File: src/rtl/key_loader_pkg.sv
// Shared types and defaults for the serial key loader.
// Optional feature macro: KEY_LOADER_LOCKOUT_EN (fail counter + LOCKOUT state).
package key_loader_pkg;

   localparam int unsigned DEF_KEY_W    = 14;
   localparam int unsigned DEF_CHK_W    = 4;
   localparam int unsigned DEF_MAX_FAIL = 3;
   localparam int unsigned STATE_W      = 3;

   typedef enum logic [STATE_W-1:0] {
      ST_IDLE    = 3'd0,
      ST_SHIFT   = 3'd1,
      ST_CHECK   = 3'd2,
      ST_LOCKED  = 3'd3,
      ST_ERROR   = 3'd4,
      ST_LOCKOUT = 3'd5
   } state_e;

   // XOR-fold of a default-width key: bin j collects bits i with i mod CHK_W = j
   function automatic logic [0:DEF_CHK_W-1] chk_fold(input logic [0:DEF_KEY_W-1] key);
      logic [0:DEF_CHK_W-1] r;
      r = '0;
      for (int unsigned i = 0; i < DEF_KEY_W; i++) begin
         r[i % DEF_CHK_W] = r[i % DEF_CHK_W] ^ key[i];
      end
      return r;
   endfunction

endpackage

File: src/rtl/key_chk_fold.sv
// Combinational XOR-fold checksum of a key; unequal bin sizes when KEY_W mod CHK_W != 0.
module key_chk_fold
   import key_loader_pkg::*;
#(
   parameter int unsigned KEY_W = DEF_KEY_W,
   parameter int unsigned CHK_W = DEF_CHK_W
) (
   input  logic [0:KEY_W-1] key,
   output logic [0:CHK_W-1] chk
);

   // fold key bits into CHK_W parity bins
   always_comb begin
      chk = '0;
      for (int unsigned i = 0; i < KEY_W; i++) begin
         chk[i % CHK_W] = chk[i % CHK_W] ^ key[i];
      end
   end

endmodule

File: src/rtl/key_loader.sv
// Bit-serial key loader: shifts in key + checksum, verifies the XOR-fold and
// presents the key on k only after a successful check.
// Optional feature macro: KEY_LOADER_LOCKOUT_EN (lockout after MAX_FAIL bad loads).
module key_loader
   import key_loader_pkg::*;
#(
   parameter int unsigned KEY_W    = DEF_KEY_W,
   parameter int unsigned CHK_W    = DEF_CHK_W,
   parameter int unsigned MAX_FAIL = DEF_MAX_FAIL
) (
   input  logic             CLK,
   input  logic             RST,
   input  logic             sdi,
   input  logic             sdi_valid,
   input  logic             clr,
   output logic [0:KEY_W-1] k,
   output logic             key_ready,
   output logic             key_err,
   output logic             busy
);

   localparam int unsigned SR_W  = KEY_W + CHK_W;
   localparam int unsigned CNT_W = $clog2(SR_W + 1);
   localparam logic [CNT_W-1:0] LAST = CNT_W'(SR_W - 1);

   localparam logic [STATE_W-1:0] IDLE    = ST_IDLE;
   localparam logic [STATE_W-1:0] SHIFT   = ST_SHIFT;
   localparam logic [STATE_W-1:0] CHECK   = ST_CHECK;
   localparam logic [STATE_W-1:0] LOCKED  = ST_LOCKED;
   localparam logic [STATE_W-1:0] ERROR   = ST_ERROR;

   if (CHK_W < 1 || CHK_W > KEY_W || MAX_FAIL < 1) begin : g_param_chk
      $error("key_loader: illegal KEY_W/CHK_W/MAX_FAIL");
   end

   logic [STATE_W-1:0] state, state_nx;
   logic [0:SR_W-1]    sr, sr_nx;
   logic [CNT_W-1:0]   cnt, cnt_nx;
   logic [0:KEY_W-1]   k_nx;
   logic               ready_nx;
   logic               err_nx;
   logic [0:CHK_W-1]   chk_exp;
   logic               chk_ok;
   logic               clr_eff;

`ifdef KEY_LOADER_LOCKOUT_EN
   localparam int unsigned FAIL_W = $clog2(MAX_FAIL + 1);
   localparam logic [FAIL_W-1:0] FAIL_MAX = FAIL_W'(MAX_FAIL);
   localparam logic [STATE_W-1:0] LOCKOUT = ST_LOCKOUT;

   logic [FAIL_W-1:0] fail, fail_nx;

   assign clr_eff = clr && (state != LOCKOUT);
`else
   assign clr_eff = clr;
`endif

   key_chk_fold #(
      .KEY_W (KEY_W),
      .CHK_W (CHK_W)
   ) u_fold (
      .key (sr[0:KEY_W-1]),
      .chk (chk_exp)
   );

   assign chk_ok = (chk_exp == sr[KEY_W +: CHK_W]);
   assign busy   = (state == SHIFT) || (state == CHECK);

   // next-state and next-register logic; clr overrides everything but LOCKOUT
   always_comb begin
      state_nx = state;
      sr_nx    = sr;
      cnt_nx   = cnt;
      k_nx     = k;
      ready_nx = key_ready;
      err_nx   = key_err;
`ifdef KEY_LOADER_LOCKOUT_EN
      fail_nx  = fail;
`endif
      case (state)
         IDLE: begin
            if (sdi_valid) begin
               sr_nx    = '0;
               sr_nx[0] = sdi;
               cnt_nx   = CNT_W'(1);
               state_nx = SHIFT;
            end
         end
         SHIFT: begin
            if (sdi_valid) begin
               sr_nx[cnt] = sdi;
               cnt_nx     = cnt + CNT_W'(1);
               if (cnt == LAST) state_nx = CHECK;
            end
         end
         CHECK: begin
            if (chk_ok) begin
               k_nx     = sr[0:KEY_W-1];
               ready_nx = 1'b1;
               state_nx = LOCKED;
`ifdef KEY_LOADER_LOCKOUT_EN
               fail_nx  = '0;
`endif
            end else begin
               err_nx   = 1'b1;
               state_nx = ERROR;
`ifdef KEY_LOADER_LOCKOUT_EN
               if (fail != FAIL_MAX) fail_nx = fail + FAIL_W'(1);
               if (fail_nx == FAIL_MAX) state_nx = LOCKOUT;
`endif
            end
         end
         LOCKED: state_nx = LOCKED;
         ERROR:  state_nx = ERROR;
`ifdef KEY_LOADER_LOCKOUT_EN
         LOCKOUT: state_nx = LOCKOUT;
`endif
         default: state_nx = IDLE;
      endcase

      if (clr_eff) begin
         state_nx = IDLE;
         sr_nx    = '0;
         cnt_nx   = '0;
         k_nx     = '0;
         ready_nx = 1'b0;
         err_nx   = 1'b0;
      end
   end

   // state and output registers, synchronous reset
   always_ff @(posedge CLK) begin
      if (RST) begin
         state     <= IDLE;
         sr        <= '0;
         cnt       <= '0;
         k         <= '0;
         key_ready <= 1'b0;
         key_err   <= 1'b0;
`ifdef KEY_LOADER_LOCKOUT_EN
         fail      <= '0;
`endif
      end else begin
         state     <= state_nx;
         sr        <= sr_nx;
         cnt       <= cnt_nx;
         k         <= k_nx;
         key_ready <= ready_nx;
         key_err   <= err_nx;
`ifdef KEY_LOADER_LOCKOUT_EN
         fail      <= fail_nx;
`endif
      end
   end

endmodule

File: config.mk
export PLATFORM = sky130hd
export DESIGN_NAME = key_loader
export DESIGN_NICKNAME = d
export VERILOG_FILES = /design/src/rtl/key_loader_pkg.sv /design/src/rtl/key_chk_fold.sv /design/src/rtl/key_loader.sv
export SDC_FILE = /design/constraint.sdc
export NUM_CORES = 1
export LEC_CHECK = 0
export BUFFER_PORTS_ARGS = -buffer_cell sky130_fd_sc_hd__clkbuf_2
export CAP_MARGIN = 15
export CORE_AREA = 4 4 76 78
export DETAILED_ROUTE_END_ITERATION = 6
export DIE_AREA = 0 0 80 82
export SLEW_MARGIN = 20
export SYNTH_ARGS = -nofsm -noshare
export SYNTH_HDL_FRONTEND = slang
export SYNTH_SLANG_ARGS = --single-unit
File: constraint.sdc
create_clock -name CLK -period 1.9 [get_ports CLK]
set_clock_uncertainty 0.15 [all_clocks]
set_input_delay 0.095 -clock CLK [delete_from_list [all_inputs] [get_ports CLK]]
set_output_delay 0.095 -clock CLK [all_outputs]
set_load 0.05 [all_outputs]
Word level (Yosys, flattened, before mapping)
Cells that the tools add are included.
- flip-flop bits (word level): 42
- bits of input ports: 5
- output and inout bits: 17
- word-level logic and storage cells: 53
- add/sub/neg operators: 1
- magnitude comparators: 2
- eq/ne operators: 9
- multiplexer cells: 14
- bitwise operators: 12
- reductions and logical operators: 9
- operator list (operator ; number):
    $mux W18 ; 2
    $pmux W18 S2 ; 1
    $bwmux W18 ; 1
    $pmux W3 S5 ; 1
    $mux W3 ; 4
    $mux W5 ; 2
    $pmux W5 S2 ; 1
    $xor A1 B1 Y1 ; 10
    $eq A3 B2 Y1 const B ; 2
    $ge A6 B6 Y1 const B ; 1
    $lt A6 B1 Y1 const B ; 1
    $not A5 Y6 ; 1
    $reduce_and A3 Y1 ; 2
    $add A5 B1 Y5 const B ; 1
    $demux W1 S5 ; 1
    $eq A5 B5 Y1 const B ; 1
    $eq A4 B4 Y1 ; 1
    $ne A2 B2 Y1 const B ; 2
    $reduce_and A2 Y1 ; 2
    $eq A3 B1 Y1 const B ; 1
    $eq A3 B3 Y1 const B ; 1
    $logic_not A3 Y1 ; 1
    $ne A2 B1 Y1 const B ; 1
    $reduce_bool A2 Y1 ; 1
    other kinds (5) ; 5

Depth between registers and ports, before layout
- depth after elaboration: 8
- depth in mapped cells: 7
- depth with buffers taken out: 6

Cells and area by module
From an unflattened synthesis, not the netlist that was laid out.
- cell total of the unflattened synthesis: 230
- area, all modules: 1969.4 um^2
- by module, submodules not included (module ; times used ; cells an instance ; area an instance (um^2) ; sequential area each (um^2)):
    key_loader ; 1 ; 220 ; 1881.8 ; 840.8
    key_chk_fold ; 1 ; 10 ; 87.6 ; 0.0

Worst setup path before layout
Ideal clock, no wire load.
- path kind: register to register
- from: reg sr[1] in the netlist's numbering
- to: reg state[0]
- setup time: 0.124 ns
- arrival: 1.477 ns
- required time: 1.626 ns
- path slack: 0.150 ns
- stages on the path, launching flop included: 6
- buffers on the path: 1
- clock period less this slack: 1.750 ns
- cell sequence: dfxtp_1 xnor3_1 xnor2_2 and4_1 buf_6 o311a_2
- longest elaborated chain between the ends: 6
- ends and longest elaborated chain (element ; RTL line ; text):
    start, declared ; key_loader.sv:37 ; logic [0:SR_W-1] sr, sr_nx;
    start signal, assigned ; key_loader.sv:145 ; sr <= sr_nx;
    $xor A1 B1 Y1 (3 in series) ; key_chk_fold.sv:16 ; chk[i % CHK_W] = chk[i % CHK_W] ^ key[i];
    $eq A4 B4 Y1 ; key_loader.sv:66 ; assign chk_ok = (chk_exp == sr[KEY_W +: CHK_W]);
    $mux W3 ; key_loader.sv:97 ; if (chk_ok) begin
    $pmux W3 S5 ; key_loader.sv:80 ; case (state)
    end signal, assigned ; key_loader.sv:144 ; state <= state_nx;
    end, declared ; key_loader.sv:36 ; logic [STATE_W-1:0] state, state_nx;
No other way between the ends.
A chain may end at the register's enable or synchronous reset.

Worst setup path after layout
- from: reg state[1]
- to: out busy
- longest elaborated chain between the ends: 2
- elaborated cells between the ends (all ways): 3
- classes of those cells: 2 x eq/ne; 1 x reduce/logical
- ends and longest elaborated chain (element ; RTL line ; text):
    $eq A3 B1 Y1 or $eq A3 B2 Y1 (tied branches) ; key_loader.sv:67 ; assign busy = (state == SHIFT) || (state == CHECK);
    $logic_or A1 B1 Y1 (*) ; key_loader.sv:67 ;
    end, declared ; key_loader.sv:19 ; output logic busy
Mark *: on every way between the ends. The rest lies on a longest branch, timed or not.

==> run metrics <==
global-route wire length before repair=8031 um; Post-synth EDFFs=0; combinational power share=between 6 and 7%; status=completed; Initial Utilization=~40%; slowest stage cell, crit path=or3_4; Worst Hold Class=in -> reg; clock power share=42.0%; unrepaired setup endpoints after global routing=yes; WL final=4619 um; GPL Wtd Cong=0.8467; Vias=~1800; largest net degree at the start of global routing=34; Fill cells=539; cell count after synthesis=247; Seq/Total Area, Yosys=between 40% and 50%; Synth top cells by count=a21oi_1, dfxtp_1, o21ai_0, nand2_1, nand3_1; Cell Rows=26; IO Pins=22; Required @ worst endpoint=1650 ps; leakage power=approximately 0.91 nW; Worst VDD drop=about 450 uV; Die Y=82 um; Total GRT Usage=about 16%; CP max FO=15; Slew @ Worst Pin=between 600 and 700 ps; async set-reset flop share out of synthesis=0%; Syn. warnings=0; final core occ=47.49%; max-cap viol count=0; TritonCTS clock tree=yes; Final Worst Setup Slack=~64 ps; ys flop type=dfxtp_1; Int Power=approximately 1.3 mW; largest area contributor in the netlist=dfxtp_1; initial antenna violation count=0; Pwr per Cell Area=between 700 and 800 mW/mm^2; number of global-route vias before repair=1701; crit path launch type=flip-flop; WL/cell=between 10 and 15 um; DP Wirelength=between 3000 and 4000 um; Yosys cell types=35; via/cell ratio=just over 5; syn nets=256; top cells by area, synth=dfxtp_1, a21oi_1, o21ai_0, nand3_1, xnor2_1; total CTS buffers=5; GRT overflow=0; CTS root buf=clkbuf_8; net switching power figure=~380 uW; CP arrival=between 1500 and 2000 ps; Final Hold Vio Count=0; Clock Sinks=42; drt first-iter violations=between 90 and 100; Min Clock Period, post-route=roughly 1800 ps; hold slack=between 20 and 30 ps; post-place setup slack=63.23 ps; crit end category=primary output; H-tree levels=2; number of port buffers=21; Die ar.=around 0.0066 mm^2; # DRC=0; number of setup violations in the final report=0; Yosys top cell area share=41.77%; Die Width=roughly 80 um; most numerous cell in the Yosys netlist=a21oi_1; Core Region=0.005075 mm^2; ant diodes=0; Worst path max stage delay=about 460 ps; # nets final=~290; total power=between 1.5 and 2 mW; CTS max path bufs=2; max-slew violations=0; clk_lat worst skew=300 ps; relative slew slack=58.47%; share of cells above drive strength 1=between 20% and 30%; Mean Syn Cell Area=8.151 um^2; setup tns final=0 ps; WS Path Type=reg -> out; Area growth, synth to finish=19.70%; DRT antenna net count=0; Tcrit/Tclk final=between 90% and 100%; switching share of total power=between 20% and 30%; drt pass-1 iters=4; flops & latches, synth=between 40 and 50; maximum clock rate=544.8 MHz; clk slew on worst S/H paths=80 ps; post-synthesis cell area=around 0.0020 mm^2; sequential share of power=51.6%; worst path cell trace=inv_2, or3_4, nand2_1, clkbuf_4
[cell usage in the layout (no fill, tap or decap), types with 2 or more instances in the layout]
| cell type | instances |
|---|---|
| buf_4 | 18 |
| clkbuf_8 | 6 |
| nor3_1 | 4 |
| xor2_1 | 3 |
| nand3_1 | 16 |
| xnor2_1 | 8 |
| dfxtp_1 | 41 |
| xnor3_1 | 2 |
| nor2b_1 | 2 |
| nor3b_2 | 2 |
| nor2_1 | 14 |
| a31oi_1 | 6 |
| nand4_1 | 4 |
| o21ai_1 | 4 |
| xnor2_2 | 2 |
| o21ai_0 | 29 |
| nand2_1 | 20 |
| clkbuf_2 | 20 |
| a21oi_1 | 47 |
| inv_1 | 6 |
| ha_1 | 4 |
[worst paths after layout]
| check | startpoint | endpoint | slack, ps | depth (start not counted) |
|---|---|---|---|---|
| setup reg to reg | sr[14] | state[0] | 70 | 5 |
| setup / recovery | state[1] | busy | 60 | 4 |
| hold / removal | sdi_valid | state[0] | 30 | 3 |
| hold reg to reg | key_err | key_err | 310 | 2 |
[final cells by class]
class                      instances  area (um^2)  share of cell area (%)
clock buffer                       6        82.58                   3.427
timing repair buffer              41        272.8                   11.32
inverter                           7        26.28                   1.090
multi-input combinational        180         1069                   44.34
sequential                        42        842.1                   34.94
tap                               70        87.58                   3.634
clock inverter                     1        30.03                   1.246
[power by group through the flow]
stage | combinational, mW | clock, mW | sequential [mW]
after floorplan | 0.0757 | 0 | 0.907
after global placement | 0.107 | 0 | 0.908
after detailed placement | 0.107 | 0 | 0.908
after CTS | 0.109 | 0.750 | 0.887
after global routing | 0.124 | 0.785 | 0.888
final | 0.111 | 0.723 | 0.888
[worst max-delay path, delay by kind of cell, from the launching register on]
family / cells / cell delay (ps)
DFF: 1 / 430
buffers and inverters: 2 / 310
and+or+nand+nor: 2 / 550
[per-stage QoR]
step / instances / instance area [um^2]
floorplan: 247 / 2013
finish: 347 / 2410
detailed placement: 339 / 2268
CTS: 347 / 2396
global route: 347 / 2410
global placement: 339 / 2268
[cell families (layout without fill, tap and decap cells)]
logic type,after synthesis,after routing,synth area share (%)
buffers and inverters,25,55,5.904
xor gates and xnor gates,15,15,8.267
DFF,42,42,41.77
adders and majority gates,4,4,2.486
AOI/OAI and AO/OA,91,91,23.99
muxes,1,1,0.4972
and+or+nand+nor,69,69,17.09
[repair_timing]
action                                  CTS  global route
gates cloned                              0             0
endpoints found under the hold margin     1             0
endpoints found under the setup margin    1            17
resized for setup                         1            10
hold buffers                              1             0
pin swaps                                 0             2
setup buffers                             0             0
[registers in the layout, indices dropped and copies added, names as in the netlist]
| register | count |
|---|---|
| sr | 18 |
| k | 14 |
| cnt | 5 |
| state | 3 |
| key_err | 1 |
| key_ready | 1 |
[per-layer routing]
metal,track usage (%),wire length [um],vias to the layer above
li1,-,-,935
met1,20.38,2153,797
met2,25.25,2077,47
met3,3.070,261,13
met4,8.277,127,0
met5,0,0,-
Power figures use the tool's default switching activity.
